[config.mk]
export PLATFORM = sky130hd
export DESIGN_NAME = muldiv_seq
export DESIGN_NICKNAME = d
export VERILOG_FILES = /design/src/rtl/muldiv_seq_pkg.sv /design/src/rtl/muldiv_seq_step.sv /design/src/rtl/muldiv_seq.sv
export SDC_FILE = /design/constraint.sdc
export NUM_CORES = 1
export LEC_CHECK = 0
export BUFFER_PORTS_ARGS = -buffer_cell sky130_fd_sc_hd__buf_2
export CORE_ASPECT_RATIO = 1.1
export CORE_MARGIN = 3
export CORE_UTILIZATION = 63
export DETAILED_ROUTE_END_ITERATION = 6
export HOLD_SLACK_MARGIN = 0.05
export PLACE_DENSITY = 0.92
export SLEW_MARGIN = 15
export SYNTH_ARGS = -nofsm -noshare
export SYNTH_HDL_FRONTEND = slang
export SYNTH_HIERARCHICAL = 1
export SYNTH_SLANG_ARGS = --single-unit
[constraint.sdc]
create_clock -name clk -period 8.8 [get_ports clk]
set_input_delay 1.76 -clock clk [delete_from_list [all_inputs] [get_ports clk]]
set_output_delay 1.76 -clock clk [all_outputs]
set_load 0.02 [all_outputs]
[src/rtl/muldiv_seq_pkg.sv]
// Shared definitions for the iterative RV32M multiply/divide unit.
package muldiv_seq_pkg;

  localparam int XLEN = 32;

  typedef enum logic [1:0] {
    IDLE = 2'b00,
    CALC = 2'b01,
    DONE = 2'b10
  } state_e;

  typedef enum logic [2:0] {
    OP_MUL    = 3'b000,
    OP_MULH   = 3'b001,
    OP_MULHSU = 3'b010,
    OP_MULHU  = 3'b011,
    OP_DIV    = 3'b100,
    OP_DIVU   = 3'b101,
    OP_REM    = 3'b110,
    OP_REMU   = 3'b111
  } op_e;

  // Two's-complement negate when neg is set; the same helper serves product and quotient/remainder.
  function automatic logic [2*XLEN-1:0] sign_fix(input logic neg, input logic [2*XLEN-1:0] v);
    return neg ? -v : v;
  endfunction

endpackage

[src/rtl/muldiv_seq_step.sv]
// One iteration of the datapath: shift-add multiply or restoring trial-subtract divide.
module muldiv_step
  import muldiv_seq_pkg::*;
(
  input  logic            is_div_i,
  input  logic [XLEN:0]   acc_i,
  input  logic            lo_bit_i,
  input  logic [XLEN-1:0] opnd_i,
  output logic [XLEN:0]   acc_o,
  output logic            bit_o
);

  logic [XLEN:0]   sum;
  logic [XLEN+1:0] diff;

  always_comb begin
    sum   = acc_i + {1'b0, (lo_bit_i ? opnd_i : '0)};
    // One extra bit beyond the accumulator so the borrow is exact even when the shifted remainder exceeds XLEN bits
    diff  = {acc_i, lo_bit_i} - {2'b00, opnd_i};
    bit_o = 1'b0;
    acc_o = '0;
    if (is_div_i) begin
      bit_o = ~diff[XLEN+1];
      acc_o = bit_o ? diff[XLEN:0] : {acc_i[XLEN-1:0], lo_bit_i};
    end else begin
      bit_o = sum[0];
      acc_o = {1'b0, sum[XLEN:1]};
    end
  end

endmodule

[src/rtl/muldiv_seq.sv]
// RV32M iterative multiply/divide: IDLE/CALC/DONE sequencer, operand/sign capture and final sign fix-up.
module muldiv_seq
  import muldiv_seq_pkg::*;
(
  input  logic            clk,
  input  logic            reset,
  input  logic            start,
  input  logic [2:0]      funct3,
  input  logic [XLEN-1:0] srca,
  input  logic [XLEN-1:0] srcb,
  input  logic            flush,
  output logic            stall,
  output logic            done,
  output logic [XLEN-1:0] result
);

  state_e          state_q, state_d;
  logic [4:0]      count_q, count_d;
  logic [2:0]      op_q, op_d;
  logic [XLEN-1:0] opnd_q, opnd_d;
  logic [XLEN-1:0] lo_q, lo_d;
  logic [XLEN:0]   acc_q, acc_d;
  logic            neg_q, neg_d;
  logic [XLEN-1:0] result_q, result_d;

  logic            accept, last_iter, is_div_q;
  logic            sign_a, sign_b, neg_new, div_zero, div_ovf, special;
  logic [XLEN-1:0] mag_a, mag_b, special_res;
  logic [XLEN:0]   acc_step;
  logic            bit_step;
  logic [XLEN-1:0] lo_step, final_res;
  logic [2*XLEN-1:0] prod_fix;

  assign accept    = (state_q == IDLE) && start && !flush;
  assign last_iter = (count_q == 5'd31);
  assign is_div_q  = op_q[2];

  // Operand decode for the instruction being accepted
  always_comb begin
    sign_a   = srca[XLEN-1] && (funct3 != OP_MULHU) && (funct3 != OP_DIVU) && (funct3 != OP_REMU);
    sign_b   = srcb[XLEN-1] && (funct3 inside {OP_MUL, OP_MULH, OP_DIV, OP_REM});
    mag_a    = sign_a ? -srca : srca;
    mag_b    = sign_b ? -srcb : srcb;
    case (funct3)
      OP_MUL, OP_MULH, OP_DIV: neg_new = sign_a ^ sign_b;
      OP_MULHSU, OP_REM:       neg_new = sign_a;
      default:                 neg_new = 1'b0;
    endcase
    div_zero = funct3[2] && (srcb == '0);
    div_ovf  = funct3[2] && !funct3[0] && (srca == {1'b1, {(XLEN-1){1'b0}}}) && (srcb == '1);
    special  = div_zero || div_ovf;
    if (div_zero) special_res = funct3[1] ? srca : '1;
    else          special_res = funct3[1] ? '0 : srca;
  end

  muldiv_step u_step (
    .is_div_i (is_div_q),
    .acc_i    (acc_q),
    .lo_bit_i (is_div_q ? lo_q[XLEN-1] : lo_q[0]),
    .opnd_i   (opnd_q),
    .acc_o    (acc_step),
    .bit_o    (bit_step)
  );

  always_comb begin
    lo_step  = is_div_q ? {lo_q[XLEN-2:0], bit_step} : {bit_step, lo_q[XLEN-1:1]};
    prod_fix = sign_fix(neg_q, {acc_step[XLEN-1:0], lo_step});
    case (op_q)
      OP_MUL:                        final_res = prod_fix[XLEN-1:0];
      OP_MULH, OP_MULHSU, OP_MULHU:  final_res = prod_fix[2*XLEN-1:XLEN];
      OP_DIV, OP_DIVU:               final_res = sign_fix(neg_q, {{XLEN{1'b0}}, lo_step}) >> 0;
      default:                       final_res = sign_fix(neg_q, {{XLEN{1'b0}}, acc_step[XLEN-1:0]}) >> 0;
    endcase
  end

  // FSM: state register
  always_ff @(posedge clk) begin
    if (reset) state_q <= IDLE;
    else       state_q <= state_d;
  end

  // FSM: next state
  always_comb begin
    state_d = state_q;
    if (flush) begin
      state_d = IDLE;
    end else begin
      case (state_q)
        IDLE:    if (start) state_d = special ? DONE : CALC;
        CALC:    if (last_iter) state_d = DONE;
        DONE:    state_d = IDLE;
        default: state_d = IDLE;
      endcase
    end
  end

  // FSM: outputs
  always_comb begin
    stall = accept || (state_q == CALC);
    done  = (state_q == DONE);
  end

  always_comb begin
    count_d  = count_q;
    op_d     = op_q;
    opnd_d   = opnd_q;
    lo_d     = lo_q;
    acc_d    = acc_q;
    neg_d    = neg_q;
    result_d = result_q;
    if (accept) begin
      op_d    = funct3;
      opnd_d  = mag_b;
      lo_d    = mag_a;
      acc_d   = '0;
      neg_d   = neg_new;
      count_d = '0;
      if (special) result_d = special_res;
    end else if ((state_q == CALC) && !flush) begin
      acc_d   = acc_step;
      lo_d    = lo_step;
      count_d = count_q + 5'd1;
      if (last_iter) result_d = final_res;
    end
  end

  always_ff @(posedge clk) begin
    if (reset) begin
      count_q  <= '0;
      result_q <= '0;
    end else begin
      count_q  <= count_d;
      result_q <= result_d;
    end
  end

  always_ff @(posedge clk) begin
    op_q   <= op_d;
    opnd_q <= opnd_d;
    lo_q   <= lo_d;
    acc_q  <= acc_d;
    neg_q  <= neg_d;
  end

  assign result = result_q;

endmodule

# Yosys cells after proc, flatten, opt, wreduce, memory -nomap -nowiden
# Index checks and enable logic that the tools add are counted.
totals:
  in_bits: 71
  ff_bits: 140
  romBits: 0
  mem_count: 0
  output_inout_bits: 34
  latch_bits: 0
  ram_bits: 0
op_classes:
  n_reduce_logical: 30
  n_bitwise: 2
  n_eq_ne: 20
  shift: 0
  div_mod_pow: 0
  n_mul: 0
  mux: 26
  n_lt_le_gt_ge: 0
  add_sub_neg: 8
ops:
  columns: ["op", "count"]
  rows:
  - ["two-way mux 32 bit", 15]
  - ["negator 32 bit", 4]
  - ["one-hot mux 32 bit (3 select lines)", 1]
  - ["two-way mux 33 bit", 2]
  - ["== test 32 bit, second input constant", 2]
  - ["two-way mux 64 bit", 1]
  - ["negator 64 bit", 1]
  - ["subtractor 34 x 32 -> 34 bit", 1]
  - ["adder 33 x 32 -> 33 bit", 1]
  - ["logical NOT 32 bit", 1]
  - ["== test 3 bit, second input constant", 4]
  - ["logical AND 1 bit", 11]
  - ["== test 3 x 2 -> 1 bit, second input constant", 3]
  - ["OR reduction 2 bit", 4]
  - ["== test 3 x 1 -> 1 bit, second input constant", 2]
  - ["logical NOT 3 bit", 2]
  - ["two-way mux 2 bit", 3]
  - ["inequality test 3 bit, second input constant", 2]
  - ["OR reduction 3 bit", 2]
  - ["adder 5 x 1 -> 5 bit, second input constant", 1]
  - ["== test 5 bit, second input constant", 1]
  - ["inequality test 2 bit, second input constant", 2]
  - ["one-hot mux 2 bit (2 select lines)", 1]
  - ["nonzero test 2 bit", 2]
  - ["14 further kinds", 17]

# Depth between registers and ports, before layout
# Gate-level depths: netlist (run 1).
depth:
  ltp_word: 11
  depth_mapped: 31

# By module
# Netlist (run 1), hierarchy kept.
by_module_without_submodules:
  columns: ["module", "area_per_inst_um2", "instances", "cells_each"]
  rows:
  - ["muldiv_seq", 11005.6, 1, 1357]
  - ["muldiv_step", 4574.4, 1, 706]

# Worst setup path before layout (run 1)
# OpenSTA, ideal clock, no wires.
synth_timing:
  path_type: "register -> register"
  startpoint: "reg op_q[2]"
  endpoint: "reg result_q[27] (netlist: result[27])"
  arrival_time_ns: 7.333
  setup_time_ns: 0.074
  path_stages_with_launch: 31
  setup_slack_ns: 1.392
  path_buffers: 11
  required_time_ns: 8.726
  path_cell_list: "edfxtp_1 -> buf_4 -> buf_6 -> buf_4 -> buf_2 -> buf_4 -> buf_2 -> buf_2 -> buf_2 -> mux2_2 -> inv_1 -> clkbuf_1 -> nor2_1 -> ha_1 -> o21a_1 -> a2111oi_1 -> nor3_1 -> a21o_1 -> o41a_1 -> a311oi_1 -> xor2_1 -> mux2i_1 -> buf_6 -> or4_4 -> or4_1 -> buf_2 -> o31ai_1 -> xnor2_1 -> o21ai_1 -> or4_1 -> a31oi_1"
synth_via:
  elab_cells_between_ends: 27
  classes_between: "5 x add/sub; 5 x eq/ne; 13 x mux; 1 x bitwise; 3 x reduce/logical"
synth_rtl:
  columns: ["item", "line_no", "rtl"]
  rows:
  - ["start: declaration", "muldiv_seq.sv:19", "logic [2:0] op_q, op_d;"]
  - ["start signal: assignment", "muldiv_seq.sv:138", "op_q <= op_d;"]
  - ["two-way mux 1 bit", "muldiv_seq.sv:59", ".lo_bit_i (is_div_q ? lo_q[XLEN-1] : lo_q[0]),"]
  - ["subtractor 34 x 32 -> 34 bit or two-way mux 32 bit (tied branches)", "muldiv_seq_step.sv:19, muldiv_seq_step.sv:17", null]
  - ["two-way mux 33 bit or adder 33 x 32 -> 33 bit (tied branches)", "muldiv_seq_step.sv:24, muldiv_seq_step.sv:17", null]
  - ["two-way mux 33 bit *", "muldiv_seq_step.sv:22", "if (is_div_i) begin"]
  - ["via acc_step[18]", "muldiv_seq.sv:29", "logic [XLEN:0] acc_step;"]
  - ["negator 64 bit or negator 32 bit (tied branches)", "muldiv_seq_pkg.sv:25", "return neg ? -v : v;"]
  - ["two-way mux 64 bit or two-way mux 32 bit (tied branches)", "muldiv_seq_pkg.sv:25", null]
  - ["one-hot mux 32 bit (3 select lines) *", "muldiv_seq.sv:68", "case (op_q)"]
  - ["two-way mux 32 bit *", "muldiv_seq.sv:123", "if (last_iter) result_d = final_res;"]
  - ["two-way mux 32 bit *", "muldiv_seq.sv:119", "end else if ((state_q == CALC) && !flush) begin"]
  - ["two-way mux 32 bit *", "muldiv_seq.sv:111", "if (accept) begin"]
  - ["end signal: assignment", "muldiv_seq.sv:133", "result_q <= result_d;"]
  - ["end: declaration", "muldiv_seq.sv:24", "logic [XLEN-1:0] result_q, result_d;"]
# The timed path passes the listed nets; every way through them passes the cells marked *. The select of a mux whose other input is x is not followed.
# A chain may end at the register's enable or synchronous reset.

# Worst setup path after layout (run 1)
layout_timing:
  startpoint: "reg lo_q[0]"
  endpoint: "reg result_q[19] (netlist: result[19])"
layout_via:
  elab_cells_between_ends: 19
  classes_between: "5 x add/sub; 13 x mux; 1 x bitwise"
layout_rtl:
  columns: ["item", "line_no", "rtl"]
  rows:
  - ["start: declaration", "muldiv_seq.sv:21", "logic [XLEN-1:0] lo_q, lo_d;"]
  - ["start signal: assignment", "muldiv_seq.sv:140", "lo_q <= lo_d;"]
  - ["two-way mux 1 bit *", "muldiv_seq.sv:59", null]
  - ["subtractor 34 x 32 -> 34 bit or two-way mux 32 bit (tied branches)", "muldiv_seq_step.sv:19, muldiv_seq_step.sv:17", null]
  - ["two-way mux 33 bit or adder 33 x 32 -> 33 bit (tied branches)", "muldiv_seq_step.sv:24, muldiv_seq_step.sv:17", null]
  - ["two-way mux 33 bit *", "muldiv_seq_step.sv:22", null]
  - ["via acc_step[10]", "muldiv_seq.sv:29", null]
  - ["negator 64 bit or negator 32 bit (tied branches)", "muldiv_seq_pkg.sv:25", null]
  - ["two-way mux 64 bit or two-way mux 32 bit (tied branches)", "muldiv_seq_pkg.sv:25", null]
  - ["one-hot mux 32 bit (3 select lines) *", "muldiv_seq.sv:68", null]
  - ["two-way mux 32 bit *", "muldiv_seq.sv:123", null]
  - ["two-way mux 32 bit *", "muldiv_seq.sv:119", null]
  - ["two-way mux 32 bit *", "muldiv_seq.sv:111", null]
# Marked as above.

==> impl_summary.log, run 1 <==
[metrics] status: complete, but fails checks
[metrics] failing checks: design-rule violations
[metrics] Synth Cell Area: 0.0156 mm^2
[metrics] number of enable-type register cells in the synthesized netlist: 68
[metrics] quantity of I/O buffers inserted on ports: 104
[metrics] Mapped Avg Cell Area: 7.55 um^2
[metrics] GR Util All Layers: 0.447
[metrics] die outline height: 171 um
[metrics] number of hold violations in the final report: 0
[metrics] fin. max-slew vios: 0
[metrics] Critical Path Start Type: flip-flop
[metrics] drt drc: 21
[metrics] Tightest Pin Transition: 1.32 ns
[metrics] Die Footprint: 0.0267 mm^2
[metrics] initial standard-cell utilization of the core: 0.649
[metrics] areal power density over the cells: 135 mW/mm^2
[metrics] synthesized netlist net count: 2208
[metrics] Clock Skew: 0.0203 ns
[metrics] vias in the first global route: 15900
[metrics] antenna diode count: 0
[metrics] Period Utilization, post-route: 0.781
[metrics] share of synthesized flip-flops with an asynchronous set or reset: 0
[metrics] critical path class: reg -> reg
[metrics] max-cap viol count: 0
[metrics] Post-Route Setup TNS: 0 ns
[metrics] Clk Tree Root Cell: clkbuf_16
[metrics] clock latency of the later-clocked register in the worst-skew pair: 0.44 ns
[metrics] placement row count: 59
[metrics] final cell area excluding filler cells: 0.0168 mm^2
[metrics] Final Routed Wirelength: 61800 um
[metrics] total of warnings raised by yosys: 6
[metrics] number of different library cells in the post-synthesis netlist: 90
[metrics] via count of the routed design: 17700
[metrics] CTS H-tree depth: 4
[metrics] routed len/inst: 25.7 um
[metrics] clock sink total: 140
[metrics] standard cell core area: 0.0240 mm^2
[metrics] Setup crit end kind: flip-flop
[metrics] # hold bufs at CTS: 0
[metrics] normalized max-slew margin: 0.116
[metrics] Final setup violation count: 0
[metrics] post-DR vias/cell: 7.37
[metrics] highest achievable clock rate: 0.146 GHz
[metrics] setup repair after global routing missed its margin: no
[metrics] Primary FF master, synth: dfxtp_1
[metrics] total placed instance area: 0.0162 mm^2
[metrics] final critical-path required period: 6.87 ns
[metrics] total I/O pin count: 105
[metrics] hpwl dp: 46600 um
[metrics] count of state elements after synthesis: 140
[metrics] number of buffers created by CTS: 17
[metrics] WP data arrival: 7.16 ns
[metrics] leakage power figure: 6.68 nW
[metrics] share of the synthesized area in the top cell type: 0.131
[metrics] Synth Instances: 2063
[metrics] library cell occupying the most area in the post-synthesis netlist: edfxtp_1
[metrics] largest net degree at the start of global routing: 80
[metrics] proportion of layout cells with a drive suffix above 1: 0.117
[metrics] top fanout value on the critical path: 32
[metrics] GRT overflow: 0
[metrics] post-CTS resize count: 0
[metrics] TritonCTS clock tree: built
[metrics] initial antenna violation count: 0
[metrics] largest cells by area after synthesis: edfxtp_1 13%, dfxtp_1 9.3%, ha_1 5.8%
[metrics] maximum count of clock buffers along a single path: 2
[metrics] worst voltage drop across the vdd grid: 0.116 mV
[metrics] area growth from synthesis to layout: 7.98%
[metrics] worst hold path class: reg -> reg
[metrics] first-pass detailed-route iteration total: 7
[metrics] die boundary width: 156 um
[metrics] RePlAce Congestion: 1.12
[metrics] buffer count from post-CTS setup fixing: 0
[metrics] endpoint required time on the critical path: 9.09 ns
[metrics] number of nets still failing antenna checks after routing: 0
[metrics] number of DRC markers after the initial detailed-route iteration: 3425
[metrics] clock input transition at the sequential cells of the worst setup and hold paths: 0.07 ns
[metrics] global-route wire length before repair: 93000 um
[metrics] register area share after synthesis: 0.224
[metrics] Layout Nets: 2231
==> cells in the mapped netlist, drive strengths merged (8+ instances only) <==
| master | number |
|---|---|
| nor2 | 224 |
| nand2 | 182 |
| a21oi | 164 |
| o21ai | 124 |
| clkbuf | 99 |
| xnor2 | 97 |
| nor3 | 73 |
| dfxtp | 72 |
| ha | 72 |
| inv | 70 |
| xor2 | 70 |
| edfxtp | 68 |
| mux2i | 52 |
| nand3 | 50 |
| nor4 | 46 |
| buf | 44 |
| and3 | 35 |
| a21o | 33 |
| o31ai | 32 |
| or3 | 30 |
| a211oi | 29 |
| a31oi | 29 |
| nand4 | 29 |
| or4 | 28 |
| o211ai | 26 |
| a22o | 21 |
| o41ai | 19 |
| nor3b | 18 |
| mux2 | 16 |
| o21bai | 15 |
| o22ai | 15 |
| o221ai | 14 |
| nand2b | 13 |
| o21a | 13 |
| a221oi | 12 |
| nor2b | 12 |
| a211o | 11 |
| o311ai | 10 |
| and2 | 9 |
| a41oi | 8 |
==> placed cells by master, fill, tap and decap left out, types with 30 or more instances in the layout <==
master / Yosys / routed
dfxtp_1: 72 / 72
nor2_1: 224 / 224
inv_1: 70 / 69
xor2_1: 69 / 69
nor4_1: 43 / 41
nand2_1: 180 / 180
a21oi_1: 163 / 163
a21o_1: 33 / 33
o31ai_1: 30 / 30
xnor2_1: 97 / 96
edfxtp_1: 68 / 68
or3_1: 30 / 30
mux2i_1: 52 / 52
and3_1: 35 / 35
ha_1: 72 / 72
buf_4: 5 / 43
nor3_1: 70 / 69
buf_2: 20 / 104
nand3_1: 50 / 49
o21ai_0: 115 / 115
==> state kept, by name, summed over array words and instances (netlist names) <==
| register | flops |
|---|---|
| acc_q | 33 |
| count_q | 5 |
| lo_q | 32 |
| neg_q | 1 |
| op_q | 3 |
| opnd_q | 32 |
| result | 32 |
| state_q | 2 |
==> worst max-delay path: stages (launching register included) <==
cell and delay, ns:
edfxtp_1 0.42, mux2_2 0.32, inv_1 0.06, buf_4 0.33, nor2_1 0.15, ha_1 0.34
a211o_1 0.30, a2111oi_1 0.66, nor3_1 0.17, nand2b_1 0.20, a21oi_1 0.18, xor2_1 0.21
o221ai_1 0.13, buf_4 0.23, nor4_1 0.79, nand3_1 0.63, nor4_1 0.58, a41oi_1 0.20
xor2_1 0.18, a221oi_1 0.51, nor4_1 0.11
==> logic make-up (layout without fill, tap and decap cells) <==
group | count (synthesis) | count (layout) | share of synthesized area
compound gates | 628 | 628 | 0.273
xor+xnor | 167 | 167 | 0.0951
fa+ha+maj | 76 | 76 | 0.0617
buf+inv | 214 | 250 | 0.0554
flops | 140 | 140 | 0.224
mux | 68 | 68 | 0.0450
simple gates | 770 | 770 | 0.246
==> worst paths after layout <==
kind	from	to	slack (ns)	depth (start not counted)
worst max register to register	lo_q[0]	result[19]	1.93	20
worst min register to register	result[14]	result[14]	0.46	2
worst max-delay path	lo_q[0]	result[19]	1.93	20
worst min-delay path	result[14]	result[14]	0.46	2
==> routing by layer <==
metal | global-route usage | vias up | share of wire | wire, um
met2 | 0.650 | 1442 | 0.41 | 25400
met4 | 0.168 | 0 | 0.050 | 3060
met1 | 0.622 | 8269 | 0.38 | 23700
met5 | 0 | - | 0 | 0
met3 | 0.139 | 251 | 0.16 | 9630
li1 | - | 7753 | - | -
==> power breakdown <==
part | internal, mW | switching [mW] | leakage, nW
Combinational | 0.260 | 0.514 | 5.18
Sequential | 0.724 | 0.0417 | 1.22
Clock | 0.412 | 0.313 | 0.283
==> layout make-up <==
cell class                      instances  area, um^2
Tap cell                              305         382
Clock inverter                          8        57.6
Timing Repair Buffer                  147         843
Inverter                               71         268
Clock buffer                           24         515
Sequential cell                       140        3480
Fill cell                            1985        7170
Multi-Input combinational cell       1709       11300
==> stage by stage <==
stage | hold slack (ns) | cells | power, mW | util | setup WS (ns)
3_5_place_dp | 0.448 | 2372 | 1.50 | 0.677 | 2.25
4_1_cts | 0.460 | 2404 | 2.21 | 0.701 | 2.20
5_1_grt | 0.476 | 2404 | 2.33 | 0.701 | 1.65
6_report | 0.460 | 2404 | 2.26 | 0.701 | 1.93
2_1_floorplan | 0.441 | 2063 | 1.26 | - | 1.39
3_3_place_gp | 0.442 | 2372 | 1.49 | 0.677 | 2.43
(Power assumes the default switching activity.)
==> run 2, diff against run 1 <==
==> constraint.sdc (replaced) <==
create_clock -name clk -period 6.98 [get_ports clk]
set_input_delay 1.396 -clock clk [delete_from_list [all_inputs] [get_ports clk]]
set_output_delay 1.396 -clock clk [all_outputs]
set_load 0.02 [all_outputs]
==> impl_summary.log, run 2 (synthesized netlist as in run 1, its figures left out) <==
[metrics] setup repair after global routing missed its margin: no
[metrics] top fanout value on the critical path: 29
[metrics] leakage power figure: 6.72 nW
[metrics] Top reg by flops: acc_q
[metrics] routed len/inst: 24.9 um
[metrics] # hold bufs at CTS: 0
[metrics] number of inserted filler cells in the final layout: 2034
[metrics] GRT overflow: 0
[metrics] highest-count cells in the layout ignoring fill and taps: 223 x nor2_1, 180 x nand2_1, 163 x a21oi_1, 115 x o21ai_0, 104 x buf_2
[metrics] multi-input combinational cell area: 0.0113 mm^2
[metrics] first-pass detailed-route iteration total: 7
[metrics] die outline height: 171 um
[metrics] TritonCTS clock tree: built
[metrics] critical path class: reg -> reg
[metrics] standard cell core area: 0.0240 mm^2
[metrics] area growth from synthesis to layout: 8.50%
[metrics] Die Footprint: 0.0267 mm^2
[metrics] buffer count from post-CTS setup fixing: 0
[metrics] final cell area excluding filler cells: 0.0169 mm^2
[metrics] drt drc: 29
[metrics] worst voltage drop across the vdd grid: 0.131 mV
[metrics] Tightest Pin Transition: 1.18 ns
[metrics] Clock Skew: 0.0163 ns
[metrics] worst hold slack: 0.459 ns
[metrics] clock sink total: 140
[metrics] total placed instance area: 0.0164 mm^2
[metrics] FF/Latch Area: 0.00348 mm^2
[metrics] Critical Path Start Type: flip-flop
[metrics] Post-Route Setup TNS: 0 ns
[metrics] clock latency of the later-clocked register in the worst-skew pair: 0.44 ns
[metrics] clock input transition at the sequential cells of the worst setup and hold paths: 0.07 ns
[metrics] most common library cell in the layout ignoring fill and taps: nor2_1
[metrics] WP data arrival: 6.84 ns
[metrics] worst hold path class: reg -> reg
[metrics] Final Routed Wirelength: 60000 um
[metrics] areal power density over the cells: 167 mW/mm^2
[metrics] number of DRC markers after the initial detailed-route iteration: 2949
[metrics] final critical-path required period: 6.49 ns
[metrics] number of buffers created by CTS: 17
[metrics] number of hold violations in the final report: 0
[metrics] initial antenna violation count: 0
[metrics] quantity of I/O buffers inserted on ports: 104
[metrics] post-CTS resize count: 0
[metrics] highest achievable clock rate: 0.154 GHz
[metrics] endpoint required time on the critical path: 7.33 ns
[metrics] Cells after DPL: 2383
[metrics] final non-filler cell total: 2415
[metrics] die boundary width: 156 um
[metrics] proportion of layout cells with a drive suffix above 1: 0.122
[metrics] Final setup violation count: 0
[metrics] initial standard-cell utilization of the core: 0.649
[metrics] max-cap viol count: 0
[metrics] via count of the routed design: 17600
[metrics] CTS H-tree depth: 4
[metrics] largest net degree at the start of global routing: 94
[metrics] Clk Tree Root Cell: clkbuf_16
[metrics] post-layout util: 0.705
[metrics] vias in the first global route: 15700
[metrics] status: complete, but fails checks
[metrics] Setup crit end kind: flip-flop
[metrics] GR Util All Layers: 0.435
[metrics] Layout Nets: 2242
[metrics] Period Utilization, post-route: 0.930
[metrics] global-route wire length before repair: 90400 um
[metrics] number of nets still failing antenna checks after routing: 0
[metrics] antenna diode count: 0
[metrics] RePlAce Congestion: 1.07
[metrics] placement row count: 59
[metrics] maximum count of clock buffers along a single path: 2
[metrics] normalized max-slew margin: 0.210
[metrics] failing checks: design-rule violations
[metrics] post-DR vias/cell: 7.28
[metrics] fin. max-slew vios: 0
[metrics] total I/O pin count: 105
[metrics] hpwl dp: 46000 um
[metrics] number of flip-flops in the largest register: 33
## run 2: cell count changes in the layout (fill, tap and decap cells not counted), moves of 2 or more
cell / previous run / this run
clkinv_2: 4 / 1
clkbuf_16: 19 / 17
clkbuf_8: 2 / 0
inv_6: 0 / 3
clkinv_1: 1 / 3
buf_4: 43 / 54
## run 2: metal layers
metal  wire [um]  vias up  GRT usage
li1            -     7796          -
met1       23000     8256      0.593
met2       25700     1287      0.651
met3        8240      248      0.122
met4        3060        0      0.176
met5           0        -          0
## run 2: cell type report
cell class | count | share of cell area
multi-input combinational | 1709 | 0.668
sequential | 140 | 0.206
timing repair buffer | 158 | 0.0548
clock buffer | 19 | 0.0256
tap | 305 | 0.0226
inverter | 71 | 0.0158
clock inverter | 13 | 0.00703
## run 2: critical path, cell delays in order (launching register included)
cell	delay (ns)
edfxtp_1	0.43
mux2_2	0.31
inv_1	0.13
buf_4	0.33
nor2_1	0.09
ha_1	0.36
a21o_1	0.22
a2111oi_1	0.75
a211o_1	0.24
o211ai_1	0.21
a21o_1	0.25
a21oi_1	0.16
xor2_1	0.17
mux2i_1	0.11
buf_4	0.21
or4_4	0.56
or4_1	0.69
o31ai_1	0.29
xnor2_1	0.15
o21ai_1	0.09
or4_1	0.49
a31oi_1	0.16
## run 2: per-stage QoR
stage	power [mW]	worst slack, ns
2_1_floorplan	1.60	0.00639
3_3_place_gp	1.87	0.782
3_5_place_dp	1.90	0.694
4_1_cts	2.76	0.641
5_1_grt	2.91	0.228
6_report	2.82	0.490
## run 2: final timing paths
path / start / to / slack, ns / cells after the start
max: lo_q[0] / result[27] / 0.49 / 21
min: result[11] / result[11] / 0.46 / 2
max reg2reg: lo_q[0] / result[27] / 0.49 / 21
min reg2reg: result[11] / result[11] / 0.46 / 2
## run 2: power by group
group	total (mW)	internal, mW	switching [mW]
combinational	0.966	0.333	0.634
sequential	0.963	0.912	0.0507
clock	0.889	0.493	0.396
